$ cat config.mk
export PLATFORM = sky130hd
export DESIGN_NAME = seg_scan_driver
export DESIGN_NICKNAME = d
export VERILOG_FILES = /design/src/rtl/seg_scan_driver.sv
export SDC_FILE = /design/constraint.sdc
export NUM_CORES = 1
export LEC_CHECK = 0
export CAP_MARGIN = 0
export CELL_PAD_IN_SITES_DETAIL_PLACEMENT = 0
export CELL_PAD_IN_SITES_GLOBAL_PLACEMENT = 1
export CORE_MARGIN = 2
export CORE_UTILIZATION = 48
export CTS_CLUSTER_SIZE = 28
export DETAILED_ROUTE_END_ITERATION = 16
export PLACE_DENSITY = 0.95
export SKIP_LAST_GASP = 1
export SYNTH_ARGS = -nofsm -noshare
export SYNTH_HDL_FRONTEND = slang
export SYNTH_SLANG_ARGS = --single-unit
$ cat constraint.sdc
create_clock -name clk -period 4.4 [get_ports clk]
set_clock_uncertainty 0.05 [all_clocks]
set_input_delay 0.66 -clock clk [delete_from_list [all_inputs] [get_ports clk]]
set_output_delay 0.66 -clock clk [all_outputs]
set_load 0.02 [all_outputs]
$ cat src/rtl/seg_scan_driver.sv
// seg_scan_driver: time-multiplexed scan driver for a four-digit
// seven-segment display with frame-synchronous pattern latching and
// 3-bit PWM brightness.
//
// Optional feature: define SEG_SCAN_LZB_EN to compile leading-zero
// blanking for digits 2..4. Without it every digit shows its latched pattern.
//
// Handshake: load is a single-cycle strobe with no backpressure. seg1..seg4
// are sampled on every rising edge where load=1. A later strobe in the same
// frame overwrites the earlier one.
module seg_scan_driver #(
  parameter int CLK_DIV = 50000
) (
  input  logic       clk,
  input  logic       rst,
  input  logic [6:0] seg1,
  input  logic [6:0] seg2,
  input  logic [6:0] seg3,
  input  logic [6:0] seg4,
  input  logic       load,
  input  logic [2:0] bright,
  output logic [6:0] seg,
  output logic [3:0] an,
  output logic       frame
);

  localparam int TW = (CLK_DIV > 1) ? $clog2(CLK_DIV) : 1;
  localparam logic [TW-1:0] TICK_MAX = TW'(CLK_DIV - 1);
  localparam logic [6:0] ZERO_PAT = 7'b0111111;

  logic [TW-1:0] tick;
  logic [2:0]    sub;
  logic [1:0]    dig;
  logic          tick_wrap;
  logic          sub_wrap;
  logic          boundary;

  logic [6:0]    pend [4];
  logic [6:0]    disp [4];
  logic          pflag;

  logic [3:0]    blank;
  logic          en;

  // Wrap and frame-boundary decode from the current counter state.
  always_comb begin
    tick_wrap = (tick == TICK_MAX);
    sub_wrap  = (sub == 3'd7);
    boundary  = tick_wrap && sub_wrap && (dig == 2'd3);
  end

  // Scan counters: tick -> sub-slot -> digit. Reset restarts the scan at digit 1.
  always_ff @(posedge clk) begin
    if (rst) begin
      tick <= '0;
      sub  <= '0;
      dig  <= '0;
    end else if (tick_wrap) begin
      tick <= '0;
      sub  <= sub + 3'd1;
      if (sub_wrap) begin
        dig <= dig + 2'd1;
      end
    end else begin
      tick <= tick + TW'(1);
    end
  end

  // Pending/display registers. Display changes only at a frame boundary.
  // A load in the boundary cycle goes straight to the display.
  always_ff @(posedge clk) begin
    if (rst) begin
      for (int k = 0; k < 4; k++) begin
        pend[k] <= '0;
        disp[k] <= '0;
      end
      pflag <= 1'b0;
    end else if (load) begin
      pend[0] <= seg1;
      pend[1] <= seg2;
      pend[2] <= seg3;
      pend[3] <= seg4;
      if (boundary) begin
        disp[0] <= seg1;
        disp[1] <= seg2;
        disp[2] <= seg3;
        disp[3] <= seg4;
        pflag   <= 1'b0;
      end else begin
        pflag   <= 1'b1;
      end
    end else if (boundary && pflag) begin
      for (int k = 0; k < 4; k++) begin
        disp[k] <= pend[k];
      end
      pflag <= 1'b0;
    end
  end

`ifdef SEG_SCAN_LZB_EN
  // Leading-zero blanking: a digit is blanked when it and every more
  // significant digit show the "0" glyph. Digit 1 always stays lit.
  always_comb begin
    blank    = '0;
    blank[3] = (disp[3] == ZERO_PAT);
    blank[2] = blank[3] && (disp[2] == ZERO_PAT);
    blank[1] = blank[2] && (disp[1] == ZERO_PAT);
  end
`else
  // No blanking in this build: all digits are shown as latched.
  always_comb begin
    blank = '0;
  end
`endif

  // PWM gate: the leading bright+1 sub-slots of a slot are lit.
  always_comb begin
    en = (sub <= bright) && !blank[dig];
  end

  // Registered outputs, one cycle behind the counter state.
  always_ff @(posedge clk) begin
    if (rst) begin
      seg   <= '0;
      an    <= '0;
      frame <= 1'b0;
    end else begin
      seg   <= en ? disp[dig] : 7'b0;
      an    <= en ? (4'b0001 << dig) : 4'b0;
      frame <= boundary;
    end
  end

endmodule

Word level (Yosys, flattened, before mapping)

Memories as Yosys holds them, arrays and structs flattened. A register that Yosys moved wholly into a read port is not among the register bits.
Cells that the tools add are included.

Bits in registers: 27
Bits in writable memories: 56
Input bits: 34
Output and inout port bits: 12
Memories: 2

Add/sub/neg operators: 3
Order comparisons: 2
Equal/unequal tests: 3
Shift operators: 1
Mux-type cells: 30
Bitwise operators: 13
Reduce and logical (&&, ||, !) cells: 9

Memory list:

| name | depth | width | rd ports | clocked after memory_dff | wr ports | RTL line | text |
|---|---|---|---|---|---|---|---|
| disp | 4     | 7     | 1        | 1                        | 4        | 39       | `logic [6:0] disp [4];` |
| pend | 4     | 7     | 4        | 0                        | 4        | 38       | `logic [6:0] pend [4];` |

Operators with widths:

| operator                                                              | count |
|---|---|
| 7-bit 2-to-1 mux                                                      | 12 |
| 1-bit 2-to-1 mux                                                      | 17 |
| 16-bit by 1-bit adder with 16-bit output (second input constant)      | 1 |
| 16-bit equality test (second input constant)                          | 1 |
| 1-bit bitwise OR                                                      | 12 |
| 1-bit logical AND                                                     | 4 |
| 2-bit OR reduction                                                    | 2 |
| 1-bit by 2-bit << shifter with 4-bit output (first input constant)    | 1 |
| 3-bit by 1-bit adder with 3-bit output (second input constant)        | 1 |
| 3-bit equality test (second input constant)                           | 1 |
| 3-bit <= comparator                                                   | 1 |
| 2-bit by 3-bit < comparator with 1-bit output (second input constant) | 1 |
| 2-bit by 1-bit adder with 2-bit output (second input constant)        | 1 |
| 1-bit binary-select mux with 2-bit select                             | 1 |
| 2-bit equality test (second input constant)                           | 1 |
| 2-bit AND reduction                                                   | 1 |
| 2-bit nonzero test                                                    | 1 |
| 1-bit zero test                                                       | 1 |
| 1-bit NOT                                                             | 1 |

Longest topological paths before layout

Gate-level depths: netlist of run 1.

Word-level depth: 9
Mapped depth: 7
Mapped depth without buffers: 6

Worst setup path after synthesis of run 1

OpenSTA, ideal clock, no wires.

Path kind: input port to flip-flop
Start: input port rst
End: memory disp[0][0] (data pin)
Setup time: 0.138 ns
Arrival time: 2.218 ns
Required time: 4.212 ns
Setup slack: 1.994 ns
Stages on the path: 6
Path buffers: 2
Cells stage by stage: clkbuf_1 or2_2 nor2_1 clkbuf_1 a21oi_1 nor2_1

RTL lines:

| item        | RTL line | text |
|---|---|---|
| from (decl) | 15       | `input logic rst,` |
| to (decl)   | 39       |  |

==> metrics, run 1 <==
CP max-delay cell o21bai_1; Synth Warn # 0; count of maximum capacitance violations 0; pre-CTS setup slack about 1200 ps; Final Critical Period 3010 ps; IO Count 46; Worst setup SP type register; metal3 WL between 300 and 400 um; DP HPWL about 4.7 mm; CP endpoint kind register; final slew viol count 0; H-tree depth 3; grt ovf 0; Detailed Route Iter0 Violations 112; post-CTS sizing 0; crit share post-route 0.685; Power Density between 300 and 400 nW/um2; Cells after DPL approximately 460; Post-synth top flop edfxtp_1; diode count 0; layout cells sized above 1 0.0701; RSZ-0062 raised after global routing false; Final WS setup between 1000 and 1500 ps; Starting Density 0.495; Seq pwr share 0.586; setup TNS 0 ps; vias post-DR between 2,000 and 2,500; root buffer cell clkbuf_8; first-pass GRT wire length about 11 mm; Combinational Power Share 0.061; CTS buffer count 9; Overall Global Routing Usage 0.168; final hold violations 0; number of synthesized register bits 90; number of synthesized flops with an enable pin 56; vias in the first global route roughly 2,300; largest area contributor in the netlist edfxtp_1; core area 7730 um2; largest net degree at the start of global routing 34; Cells after Synth 325; Critical Setup Path Class register to register; FMAX approximately 0.33 GHz; top post-synthesis cells by count nor2_1 (59), edfxtp_1 (56), dfxtp_1 (34); clock-pin transition on the worst setup and hold timing paths around 90 ps; status finished, final reports clean; M1 WL around 3.2 mm; ranking of synthesized cells by area edfxtp_1 (44%), dfxtp_1 (18%), nor2_1 (5.8%), and2_1 (4.6%), mux2i_1 (4.4%); TritonCTS clock tree yes; die width a little over 90 um; Area Overhead vs Synth 18.2%; RePlAce Congestion just under 0.8; Via density slightly above 5; Hold-fix buffers, CTS 0; met2 routed WL 3.13 mm; Synth top area share 0.439; nets@finish 407; Sw Share 0.222; final wirelength between 6 and 7 mm; CP Data Arrival Time 2960 ps; max_slew headroom 0.541; cells along the critical path or4b_1 > nor4_2 > nand3_2 > o21bai_1; DRT Pass-1 Iters 4; internal power approximately 1.3 mW; clock sinks 90; syn_area_per_cell roughly 12 um2; Syn Nets roughly 370; # rows 32; DRC 0; Die Ht approximately 93 um; drt wl/cell approximately 14 um; count of final setup violators 0; Crit path required time ~4400 ps; count of different cell masters after synthesis 36; Hold Crit Class register to register; worst vdd ir between 0.2 and 0.25 mV; clk buf depth 2; latest clock arrival within the worst-skew pair 360 ps; initial antenna violation count 0; static leakage 1.59 nW; clock power share 0.353; CP max FO 33; Post-Syn Area 3830 um2; die area just under 9000 um2; Non-Filler Instances approximately 470; NetSw 357 uW; sequential fraction of the synthesis area 0.617; DR top layer met4; Slew @ Worst Pin between 600 and 700 ps; crit-path max cell delay about 760 ps; ys async rst share 0; most frequent cell after synthesis nor2_1; port bufs between 40 and 50; Post-CTS Setup Bufs 0; DRT antenna net count 0
-- area by class of cell --
class / count / area (um2)
clock inverter: 6 / 75.1
inverter: 9 / 33.8
timing repair buffer: 48 / 473
multi-input combinational: 208 / 1320
fill: 647 / 3200
clock buffer: 10 / 128
sequential: 90 / 2360
tap: 102 / 128
-- per-layer routing --
layer,global-route usage,vias to the layer above
met5,0,-
met4,0.0760,0
met3,0.0395,7
met2,0.266,65
met1,0.222,1122
li1,-,1219
-- power groups by stage --
stage | registers, mW | logic, mW | clock network (mW)
after floorplan | 0.962 | 0.0478 | 0
after global placement | 0.960 | 0.0956 | 0
after detailed placement | 0.962 | 0.0987 | 0
after CTS | 0.943 | 0.0992 | 0.577
after global routing | 0.946 | 0.108 | 0.611
final | 0.942 | 0.0979 | 0.568
-- layout by cell type (no fill, tap or decap), types with 2 or more instances in the layout --
cell type,netlist,routed
and3_1,3,3
clkbuf_8,0,9
edfxtp_1,56,56
nand2_1,2,2
mux2i_1,17,17
o22ai_1,7,7
o21bai_1,3,3
a21oi_1,28,28
dfxtp_1,34,34
a211oi_1,2,2
nor2_1,59,59
clkinv_4,0,2
and2_1,28,28
nand3_1,6,6
nor4_1,4,4
nand4bb_1,3,3
nor3_1,3,3
ha_1,7,7
nand4_1,4,4
inv_1,9,9
xor2_1,3,3
xnor2_1,12,12
or4b_1,2,2
clkdlybuf4s50_1,0,45
or2_2,2,2
buf_4,0,3
nand2b_1,3,3
-- final timing paths --
check	from	endpoint	slack, ps	cells after the start
worst max register to register	tick[4]	disp[2][3]	1390	4
worst min-delay path	tick[0]	tick[0]	410	1
worst max-delay path	tick[4]	disp[2][3]	1390	4
worst min register to register	tick[0]	tick[0]	410	1
-- logic make-up (layout without fill, tap and decap cells) --
logic type / after synthesis / count (layout) / synth area share
adders and majority gates: 7 / 7 / 0.0229
DFF: 90 / 90 / 0.617
muxes: 18 / 18 / 0.0484
xor gates and xnor gates: 15 / 15 / 0.0343
buffers and inverters: 27 / 73 / 0.0369
AOI/OAI and AO/OA: 41 / 41 / 0.0628
and+or+nand+nor: 127 / 127 / 0.178
-- registers in the layout (all words and copies together) (netlist names) --
name	cells
seg	7
dig	2
an	4
pend	28
pflag	1
tick	16
sub	3
frame	1
disp	28
-- worst max-delay path, delay by kind of cell (launching register included) --
kind / cells / cell delay, ps
AOI/OAI and AO/OA: 1 / 760
DFF: 1 / 370
and+or+nand+nor: 3 / 1480
-- per-stage QoR --
step           cell area, um2  hold slack, ps  power (mW)   util
2_1_floorplan            3830             376        1.01      -
3_5_place_dp             4320             401        1.06  0.559
4_1_cts                  4520             420        1.62  0.585
3_3_place_gp             4320             388        1.06  0.559
5_1_grt                  4520             437        1.67  0.585
6_report                 4520             412        1.61  0.585
(Power assumes the default switching activity.)
==> run 2: changes to the inputs <==
Settings changed: CORE_UTILIZATION 48 to 44, PLACE_DENSITY 0.95 to 0.88.
Clock period 4.4 ns to 3.1 ns, I/O delays scaled along.
==> run 2 against run 1 <==
Fmax increased by 16%. Critical path depth unchanged. Largest cell class unchanged. Worst setup slack got worse by 880 ps. Critical endpoint is now disp[0][3].
==> metrics, run 2 (same netlist as run 1, synthesis figures left out) <==
worst vdd ir 0.272 mV (+27%); CP Data Arrival Time 2540 ps (-420 ps); Via density 4.94 (-3.2%); Area Overhead vs Synth 19.6%; FMAX 0.385 GHz (+16%); vias in the first global route 2,328 (+1.6%); Area after DPL 4350 um2 (+0.70%); Final WS setup 503 ps (-883 ps); vias post-DR 2,381 (-1.3%); root buffer cell clkbuf_8; pre-CTS setup slack 498 ps (-684 ps); post-CTS sizing 0 (unchanged); die width 97.3 um (+4.3%); crit path launch tick[4]; final wirelength 6.77 mm (+0.16%); DRC 0 (unchanged); status finished, final reports clean; nets@finish 410 (+0.74%); Hold-fix buffers, CTS 0 (unchanged); port bufs 45 (unchanged); RSZ-0062 raised after global routing false; DRT Pass-1 Iters 4 (unchanged); initial antenna violation count 0 (unchanged); # rows 34 (+6.3%); drt wl/cell 14.0 um (-1.7%); diode count 0 (unchanged); DRT antenna net count 0 (unchanged); max_slew headroom 0.588 (+0.0468); latest clock arrival within the worst-skew pair 360 ps (about the same); static leakage 1.61 nW (+1.5%); CTS buffer count 9 (unchanged); worst hold margin 418 ps (+5.41 ps); hold path start tick[0]; Overall Global Routing Usage 0.151 (-0.0173); layout cells sized above 1 0.0775 (+0.00746); setup TNS 0 ps (unchanged); IO Count 46 (unchanged); Hold Crit Class register to register; die area 9460 um2 (+8.7%); count of maximum capacitance violations 0 (unchanged); TritonCTS clock tree yes; clock sinks 90 (unchanged); fin area 4580 um2 (+1.2%); Crit path required time 3040 ps (-1310 ps); DP HPWL 4.79 mm (+2.1%); final hold violations 0 (unchanged); H-tree depth 3 (unchanged); Slew @ Worst Pin 617 ps (-70.7 ps); first-pass GRT wire length 11.2 mm (+0.62%); Post-CTS Setup Bufs 0 (unchanged); Final Critical Period 2600 ps (-417 ps); commonest non-fill, non-tap cell in the layout nor2_1; crit share post-route 0.838 (+0.153); count of final setup violators 0 (unchanged); clock-pin transition on the worst setup and hold timing paths 90 ps (about the same); Power Density 517 nW/um2 (+45%); Total Power 2.37 mW (+47%); worst r2r src tick[4]; Critical Setup Path Class register to register; final slew viol count 0 (unchanged); largest net degree at the start of global routing 29 (-15%); Starting Density 0.445 (-0.0499); commonest cells after routing, fill and taps aside nor2_1 (59), edfxtp_1 (56), clkdlybuf4s50_1 (45); RePlAce Congestion 0.757 (-4.1%); clk buf depth 2 (unchanged); Die Ht 97.3 um (+4.3%); CP max FO 13 (-61%); core area 8590 um2 (+11%); CP endpoint kind register; Worst setup SP type register; grt ovf 0 (unchanged); Layout fillers 732 (+13%); Detailed Route Iter0 Violations 152 (+36%); largest registers disp: 28 flops, pend: 28 flops, tick: 16 flops
## run 2: power breakdown
group,total [mW],internal [mW],switching (mW)
clock,0.891,0.465,0.425
combinational,0.140,0.0730,0.0673
sequential,1.34,1.32,0.0167
## run 2: critical path, stage by stage (launching register included)
cell and delay [ps]:
dfxtp_1 370, or4b_1 550, nor4_2 360, nand3_2 300
o21bai_1 600
## run 2: stage by stage
stage / utilization / instances
CTS: 0.533 / 482
global route: 0.533 / 482
detailed placement: 0.506 / 466
global placement: 0.506 / 466
finish: 0.533 / 482
floorplan: - / 325
## run 2: metal layers
metal | track usage | wire length, um
met5 | 0 | 0
met4 | 0.0513 | 99
met3 | 0.0388 | 364
met2 | 0.241 | 3140
met1 | 0.202 | 3160
## run 2: final cells by class
type | count | area (um2) | share of cell area
Sequential cell | 90 | 2360 | 0.516
Clock buffer | 10 | 128 | 0.0279
Multi-Input combinational cell | 208 | 1320 | 0.289
Clock inverter | 6 | 101 | 0.0221
Inverter | 9 | 33.8 | 0.00738
Tap cell | 108 | 135 | 0.0295
Timing Repair Buffer | 51 | 495 | 0.108
## run 2: path summary, 6_finish.rpt
kind                endpoint  slack, ps  cells after the start
setup / recovery  disp[0][3]        500                      4
hold / removal       tick[0]        420                      1
setup reg to reg  disp[0][3]        500                      4
hold reg to reg      tick[0]        420                      1
